File: src/rtl/keypad_scan.sv
// rtl/keypad_scan.sv - 4x4 matrix keypad scanner with per-key debounce and press events
module keypad_scan #(
  parameter int CLK_FREQ  = 12000000,
  parameter int SCAN_HZ   = 1000,
  parameter int DEB_SCANS = 4
) (
  input  logic        clk_in,
  input  logic        rst_in,
  input  logic [3:0]  row_n,
  output logic [3:0]  col_n,
  output logic [15:0] key_state,
  output logic        key_valid,
  output logic [3:0]  key_code,
  output logic        key_any
);

  localparam int SCAN_DIV = CLK_FREQ / SCAN_HZ;
  localparam int DIV_W    = (SCAN_DIV > 1) ? $clog2(SCAN_DIV) : 1;
  localparam logic [DIV_W-1:0] DIV_LAST = DIV_W'(SCAN_DIV - 1);
  localparam logic [3:0]       CNT_LAST = 4'(DEB_SCANS - 1);

  logic [3:0]       sync1;
  logic [3:0]       sync2;
  logic [DIV_W-1:0] div;
  logic [1:0]       col;
  logic [3:0]       cnt [16];

  logic             tick;
  logic [3:0]       pressed;
  logic [15:0]      state_nxt;
  logic [3:0]       cnt_nxt [16];
  logic [3:0]       rise;
  logic [3:0]       k;
  logic [1:0]       first_row;

  assign tick    = (div == DIV_LAST);
  assign pressed = ~sync2;

  // Debounce update for the four keys of the active column, evaluated only on the tick
  always_comb begin
    state_nxt = key_state;
    cnt_nxt   = cnt;
    rise      = '0;
    k         = '0;
    if (tick) begin
      for (int r = 0; r < 4; r++) begin
        k = {col, 2'(r)};
        if (pressed[r] == key_state[k]) begin
          cnt_nxt[k] = '0;
        end else if (cnt[k] == CNT_LAST) begin
          state_nxt[k] = pressed[r];
          cnt_nxt[k]   = '0;
          rise[r]      = pressed[r];
        end else begin
          cnt_nxt[k] = cnt[k] + 4'd1;
        end
      end
    end
  end

  // Lowest newly pressed row wins the event when several rise together
  always_comb begin
    first_row = 2'd3;
    if (rise[0])      first_row = 2'd0;
    else if (rise[1]) first_row = 2'd1;
    else if (rise[2]) first_row = 2'd2;
  end

  // Synchronizer, scan divider, column walk, debounce state and registered outputs
  always_ff @(posedge clk_in or posedge rst_in) begin
    if (rst_in) begin
      sync1     <= 4'b1111;
      sync2     <= 4'b1111;
      div       <= '0;
      col       <= 2'd0;
      col_n     <= 4'b1110;
      key_state <= '0;
      key_valid <= 1'b0;
      key_code  <= '0;
      key_any   <= 1'b0;
      for (int i = 0; i < 16; i++) cnt[i] <= '0;
    end else begin
      sync1 <= row_n;
      sync2 <= sync1;
      if (tick) begin
        div   <= '0;
        col   <= col + 2'd1;
        col_n <= ~(4'b0001 << (col + 2'd1));
      end else begin
        div <= div + 1'b1;
      end
      key_state <= state_nxt;
      key_any   <= |state_nxt;
      cnt       <= cnt_nxt;
      key_valid <= |rise;
      if (|rise) key_code <= {col, first_row};
    end
  end

endmodule

File: config.mk
export PLATFORM = sky130hd
export DESIGN_NAME = keypad_scan
export DESIGN_NICKNAME = d
export VERILOG_FILES = /design/src/rtl/keypad_scan.sv
export SDC_FILE = /design/constraint.sdc
export NUM_CORES = 1
export LEC_CHECK = 0
export CORE_UTILIZATION = 50
export DETAILED_ROUTE_END_ITERATION = 7
export PLACE_DENSITY = 0.7
export SLEW_MARGIN = 10
export SYNTH_ARGS = -nofsm -noshare
export SYNTH_HDL_FRONTEND = slang
export SYNTH_SLANG_ARGS = --single-unit
export TNS_END_PERCENT = 1
File: constraint.sdc
create_clock -name clk_in -period 4.7 [get_ports clk_in]
set_clock_uncertainty 0.1 [all_clocks]
set_input_delay 0.94 -clock clk_in [delete_from_list [all_inputs] [get_ports clk_in]]
set_output_delay 0.94 -clock clk_in [all_outputs]
set_load 0.05 [all_outputs]
==> impl_metrics.toml, run 1 <==
[outcome]
status = "finished, violations left"
violations = "design-rule violations"

[clocking]
cts_root_buffer = "clkbuf_8"
cts_hold_buf = 0
cts_sinks = 114
cts.clk_slew.worst_paths_ps = 50
cts_tree = "built"
cts_buffers = 17
cts_resized = 0
post-cts-setup-buffers = 0
insertion_delay_ps = 510
ctsHtreeMaxLevel = 4
cts_buffer_depth = 2

[setup_path]
worst_ep_required_time_ps = 4970
r2r_start = "col[1]"
critPathCaptureType = "flip-flop"
path_class = "reg2reg"
cp_max_fo = 21
cp-start-kind = "flip-flop"
arrival_ps = 3620
crit_path_start = "col[1]"

[timing]
tightestPinTransition_ps = 1050
relSlewSlack = 0.302
slew_viol_final = 0
tns_ps = 0
fin_crit_ps = 3340
fmax_mhz = 299
finalSetupViolCount = 0
hold_violations = 0
fin_crit_sh = 0.712
rsz0062_at_grt = "false"

[synthesis]
syn_avg_cell_area_um2 = 11.3
synth_ff_type = "dfrtp_1"
syn_nets = 483
ys_seq_area_frac = 0.544
syn_area_um2 = 5270
synth_edf_count = 0
postSynthCellCount = 468
synth_cell_types = 40
synth-async-reset-ratio = 1.00
postSynthRegisterBits = 114
yosys_warnings = 0

[worst_hold_path]
hp-start = "sync1[2]"
min-delay-path-class = "reg2reg"

[run]
maxCapViolCount = 0

[global_routing]
antenna_found_initial = 0
grt.overflow.total = 0
grt_pass1_wl_mm = 19.1
gr-usage-met2 = 0.351
grt_pass1_vias = 3748
busiest_layer = "met2"
grtUsageMet1 = 0.301
grt_max_degree = 71
grt_use_total = 0.228
use_met3 = 0.0561

[detailed_routing]
dr.pass1.iters = 7
drc = 2
final_antenna_net_count = 0
routed-via-count = 3704
first_iter_violations = 225
wl_per_cell_um = 17.1
viasPerCell = 5.67
finalWirelength_mm = 11.2

[cells_and_area]
final_common_cell = "dfrtp_1"
antenna_cells = 0
num-nets-final = 519
drive_gt1_frac = 0.153
finalNonFillerCells = 653
mostFrequentLayoutCells = "dfrtp_1, nand2_1, o21ai_0"
syn_to_final_growth_pct = 19.8

[floorplanning]
fp.dieH_um = 105
fp.dieW_um = 105
io_pins = 32
core_um2 = 10300
fp-row-count = 37
fp.dieArea_um2 = 10900
start_util = 0.512

[place]
gp_congestion = 0.795
portBuffers = 31
dp_cells = 620
dp_hpwl_mm = 7.20

[power_and_ir_drop]
leakage_nw = 2.85
power_density_nw_per_um2 = 368
ir_drop_v = 0.000186
power_w = 0.00232
==> cell families after synthesis <==
kind of cell | count (synthesis) | share of synthesized area
XOR/XNOR | 24 | 0.0428
adder cells (fa/ha/maj) | 9 | 0.0214
AND/OR/NAND/NOR | 160 | 0.150
buffers and inverters | 45 | 0.0378
multiplexers | 38 | 0.124
AO/OA/AOI/OAI | 78 | 0.0794
flip-flops | 114 | 0.544
==> power breakdown <==
group          switching [W]  leakage (nW)  internal (W)
combinational      0.0000266          1.02    0.00000837
clock               0.000434         0.297      0.000858
sequential        0.00000574          1.54      0.000989
==> per-stage QoR <==
stage / worst slack [ps] / util / hold WS [ps] / cell area (um2)
after detailed placement: 1320 / 0.554 / 247 / 5700
after global routing: 1110 / 0.614 / 257 / 6310
after floorplan: 662 / - / 245 / 5270
after global placement: 1390 / 0.554 / 247 / 5700
final: 1360 / 0.614 / 247 / 6310
after CTS: 1310 / 0.613 / 250 / 6300
==> Yosys cell counts, types with 9 or more instances <==
library cell,instances,share of area
xnor2_1,13,0.022
mux2i_1,16,0.030
nand2_1,91,0.065
nor2_1,10,0.0071
inv_1,21,0.015
dfstp_2,11,0.055
dfrtp_1,103,0.49
ha_1,9,0.021
clkbuf_1,17,0.012
nand4_1,20,0.024
xor2_1,9,0.015
o21ai_0,68,0.065
mux4_2,14,0.060
==> per-layer routing <==
layer  up-vias  part of all wire
li1       1707                 -
met1      1850              0.45
met2       123              0.48
met3        24             0.046
met4         0             0.026
met5         -                 0
==> flip-flops by register name, indices dropped and copies added, names as in the netlist <==
| name | flops |
|---|---|
| col | 2 |
| sync2 | 4 |
| key_any | 1 |
| key_valid | 1 |
| key_code | 4 |
| sync1 | 4 |
| cnt | 64 |
| div | 14 |
| key_state | 16 |
| col_n | 4 |
==> final timing paths <==
kind | endpoint | slack, ps | depth (start not counted)
setup / recovery | key_any | 1360 | 7
hold / removal | sync2[2] | 250 | 0
setup reg to reg | key_any | 1360 | 7
hold reg to reg | sync2[2] | 250 | 0
max in group asynchronous | cnt[22] | 2790 | 3
min in group asynchronous | cnt[39] | 870 | 2
==> critical path: stages, from the launching register on <==
cell	delay (ps)
dfrtp_1	1020
buf_4	290
mux4_2	540
nor3b_2	430
nand4_1	170
mux2i_1	180
nor4_1	320
nand4_1	140
==> area by class of cell <==
| type | count | area, um2 |
|---|---|---|
| repair buffers | 41 | 389 |
| fillers | 833 | 3970 |
| flip-flops and latches | 114 | 2870 |
| clock buffers | 22 | 473 |
| clock inverters | 10 | 130 |
| well taps | 136 | 170 |
| inverters | 21 | 81.3 |
| multi-input cells | 309 | 2200 |
No activity file was read; power rests on OpenSTA's default activity.
==> run 2: changes to the inputs <==
- PLACE_DENSITY: 0.7 -> 0.73
- clock period: 4.7 -> 3 ns (I/O delays scaled with it)
==> impl_metrics.toml, run 2 (synthesis gave the netlist of run 1 again) <==
[cells_and_area]
reg_top3 = "cnt x64, key_state x16, div x14"
area.sequential_um2 = 2870
num-nets-final = 523
drive_gt1_frac = 0.159
mostFrequentLayoutCells = "dfrtp_1, nand2_1, o21ai_0"
final_common_cell = "dfrtp_1"
fillers = 823
multi_input_area_um2 = 2200
antenna_cells = 0
finalNonFillerCells = 657
regMostFlops = "cnt"
largest_reg_flops = 64
syn_to_final_growth_pct = 20.8

[timing]
fin_crit_ps = 2790
fin_crit_sh = 0.930
relSlewSlack = 0.523
slew_viol_final = 0
tightestPinTransition_ps = 710
final.setup.worst_slack_ps = 210
tns_ps = 0
hold_violations = 0
finalSetupViolCount = 0
fmax_mhz = 358
rsz0062_at_grt = "false"

[floorplanning]
fp.dieArea_um2 = 10900
core_um2 = 10300
start_util = 0.512
io_pins = 32
fp.dieH_um = 105
fp-row-count = 37
fp.dieW_um = 105

[place]
dp_hpwl_mm = 7.13
dp_cells = 625
gp_congestion = 0.835
post-place-ws_ps = 180
portBuffers = 31

[clocking]
cts_buffer_depth = 2
cts_buffers = 17
cts_tree = "built"
post-cts-setup-buffers = 0
cts.clk_slew.worst_paths_ps = 60
ctsHtreeMaxLevel = 4
cts_root_buffer = "clkbuf_8"
cts_sinks = 114
insertion_delay_ps = 510

[power_and_ir_drop]
leakage_nw = 2.88
power_density_nw_per_um2 = 565
clock_power_share = 0.550
p_int_w = 0.00286
p_comb_frac = 0.016
ir_drop_v = 0.000403
p_sw_frac = 0.203
seq_power_share = 0.434
switching_power_w = 0.000729

[detailed_routing]
met1Wirelength_mm = 5.14
routed-via-count = 3744
first_iter_violations = 228
finalWirelength_mm = 11.7
highest_layer = "met4"
wl_met2_mm = 5.80
drc = 0
dr.pass1.iters = 4
viasPerCell = 5.70
wl_met3_um = 569
wl_per_cell_um = 17.8
final_antenna_net_count = 0

[worst_hold_path]
min-delay-path-class = "reg2reg"

[global_routing]
grt_max_degree = 115
grt_pass1_wl_mm = 19.4
grt_use_total = 0.233
grt_pass1_vias = 3855
antenna_found_initial = 0
grt.overflow.total = 0

[run]
maxCapViolCount = 0

[setup_path]
arrival_ps = 3070
cp_max_fo = 7
worst_ep_required_time_ps = 3280
critPathCaptureType = "flip-flop"
cp-start-kind = "flip-flop"
path_class = "reg2reg"

[outcome]
status = "finished, final reports clean"
==> run 2: final cells by class <==
cell class,count,share of cell area
clock buffer,21,0.0706
clock inverter,11,0.0214
inverter,21,0.0130
multi-input combinational,309,0.346
sequential,114,0.451
tap,136,0.0268
timing repair buffer,45,0.0712
==> run 2: routing by layer <==
layer,track usage,vias to the layer above
met1,0.304,1900
met4,0.0865,0
met5,0,-
met2,0.382,111
met3,0.0536,21
li1,-,1712
==> run 2: final timing paths <==
kind / start / endpoint / slack, ps / depth (start not counted)
max in group asynchronous: rst_in / col[1] / 1820 / 3
max: col[0] / key_any / 210 / 7
max reg2reg: col[0] / key_any / 210 / 7
min reg2reg: sync1[2] / sync2[2] / 260 / 0
min: sync1[2] / sync2[2] / 260 / 0
min in group asynchronous: rst_in / div[7] / 500 / 3
==> run 2: through the flow <==
stage / util / total power (W) / hold WS, ps / cell area (um2)
floorplan: - / 0.00162 / 245 / 5270
global placement: 0.562 / 0.00164 / 247 / 5770
detailed placement: 0.562 / 0.00164 / 247 / 5770
CTS: 0.619 / 0.00361 / 256 / 6360
global route: 0.619 / 0.00368 / 262 / 6360
finish: 0.619 / 0.00359 / 256 / 6360
==> run 2: timing repair <==
action | 4_1_cts | 5_1_grt
hold endpoints to repair | 0 | 0
hold buffers | 0 | 0
resized for setup | 0 | 1
setup endpoints to repair | 0 | 1
==> run 2: power groups by stage <==
stage | clock network, W | logic [W] | registers, W
finish | 0.00198 | 0.0000572 | 0.00156
global route | 0.00205 | 0.0000652 | 0.00156
CTS | 0.00199 | 0.0000590 | 0.00156
detailed placement | 0 | 0.0000586 | 0.00158
global placement | 0 | 0.0000577 | 0.00158
floorplan | 0 | 0.0000411 | 0.00158
==> run 2: critical path, stage by stage, from the launching register on <==
cell and delay [ps]:
dfrtp_1 390, buf_4 200, mux4_2 520, xnor2_1 590, nand4_1 210, mux2i_1 200, nor4_1 330, nand4_1 130
==> run 3: changes to the inputs <==
- MAX_ROUTING_LAYER: default -> met4
==> impl_metrics.toml, run 3 (synthesis gave the netlist of run 1 again) <==
[outcome]
status = "finished, final reports clean"

[setup_path]
crit_path_start = "col[0]"
crit_path_end = "key_any"
rr_worst_depth = 7
cp-start-kind = "flip-flop"
r2r_start = "col[0]"
r2r_slack_ps = 210
cp_max_fo = 7
arrival_ps = 3060
worst_ep_required_time_ps = 3280
path_class = "reg2reg"
r2r_end = "key_any"
critPathCaptureType = "flip-flop"

[floorplanning]
fp.dieH_um = 105
start_util = 0.512
io_pins = 32
core_um2 = 10300
fp.dieArea_um2 = 10900
fp.dieW_um = 105
fp-row-count = 37

[clocking]
cts_hold_buf = 0
cts_buffer_depth = 2
cts.clk_slew.worst_paths_ps = 60
cts_buffers = 17
cts_tree = "built"
post-cts-setup-buffers = 0
cts_sinks = 114
ctsHtreeMaxLevel = 4
cts_root_buffer = "clkbuf_8"
insertion_delay_ps = 520

[detailed_routing]
finalWirelength_mm = 11.7
drc = 0
met1Wirelength_mm = 5.13
routed-via-count = 3727
first_iter_violations = 225
wl_met3_um = 566
wl_per_cell_um = 17.7
highest_layer = "met4"
wl_met2_mm = 5.75
viasPerCell = 5.67
dr.pass1.iters = 4
final_antenna_net_count = 0

[cells_and_area]
largest_reg_flops = 64
antenna_cells = 0
drive_gt1_frac = 0.159
fin_util = 0.619
finalNonFillerCells = 657
regMostFlops = "cnt"
num-nets-final = 523
final_common_cell = "dfrtp_1"
syn_to_final_growth_pct = 20.8
mostFrequentLayoutCells = "dfrtp_1, nand2_1, o21ai_0"
fillers = 823
reg_top3 = "cnt x64, key_state x16, div x14"

[timing]
relSlewSlack = 0.524
rsz0062_at_grt = "false"
fin_crit_ps = 2790
tns_ps = 0
finalSetupViolCount = 0
final.setup.worst_slack_ps = 213
slew_viol_final = 0
tightestPinTransition_ps = 708
hold_violations = 0
fmax_mhz = 359
fin_crit_sh = 0.929
hold_ws_ps = 256

[place]
post-place-ws_ps = 180
gp_congestion = 0.848
portBuffers = 31
dp_hpwl_mm = 7.13
dp_cells = 625

[global_routing]
grt.overflow.total = 0
grt_use_total = 0.240
grt_pass1_vias = 3860
grt_max_degree = 115
grt_pass1_wl_mm = 19.4
antenna_found_initial = 0

[worst_hold_path]
min-delay-path-class = "reg2reg"
hold_depth = 0

[power_and_ir_drop]
power_density_nw_per_um2 = 565
ir_drop_v = 0.000403
leakage_nw = 2.88

[run]
maxCapViolCount = 0
[run 3: cell counts in the layout (fill, tap and decap cells not counted)]
Identical to the previous run, type by type.
[run 3: through the flow]
stage / total power, W / cell area [um2]
after global routing: 0.00368 / 6360
final: 0.00359 / 6360
after global placement: 0.00164 / 5770
after CTS: 0.00361 / 6360
after floorplan: 0.00162 / 5270
after detailed placement: 0.00164 / 5770
[run 3: cell type report]
cell class	count	area [um2]	area share
inverter	21	82.6	0.0130
clock inverter	11	136	0.0214
sequential	114	2870	0.451
timing repair buffer	45	453	0.0712
tap	136	170	0.0268
multi-input combinational	309	2200	0.346
clock buffer	21	449	0.0706
[run 3: repair_timing]
action,CTS,global route
hold endpoints to repair,0,0
endpoints found under the setup margin,0,1
gates resized for setup,0,1
[run 3: layer usage]
layer,vias to the layer above,global-route usage
met1,1885,0.302
met5,-,-
met3,20,0.0555
met2,110,0.383
met4,0,0.0865
li1,1712,-
[run 3: worst min path at each step]
stage	from	endpoint	slack, ps
5_1_grt	sync1[2]	sync2[2]	260
6_report	sync1[2]	sync2[2]	260
2_1_floorplan	sync1[0]	sync2[0]	250
3_3_place_gp	sync1[2]	sync2[2]	250
3_5_place_dp	sync1[1]	sync2[1]	250
4_1_cts	sync1[2]	sync2[2]	260
[run 3: power breakdown]
group / leakage, nW / internal [W] / total (W) / switching [W]
combinational: 1.05 / 0.0000150 / 0.0000572 / 0.0000422
clock: 0.291 / 0.00130 / 0.00198 / 0.000678
sequential: 1.54 / 0.00155 / 0.00156 / 0.00000872
total: 2.88 / 0.00286 / 0.00359 / 0.000729
[run 3: critical path: stages (launching register included)]
cell     delay, ps
dfrtp_1        390
buf_4          190
mux4_2         520
xnor2_1        580
nand4_1        210
mux2i_1        200
nor4_1         340
nand4_1        130
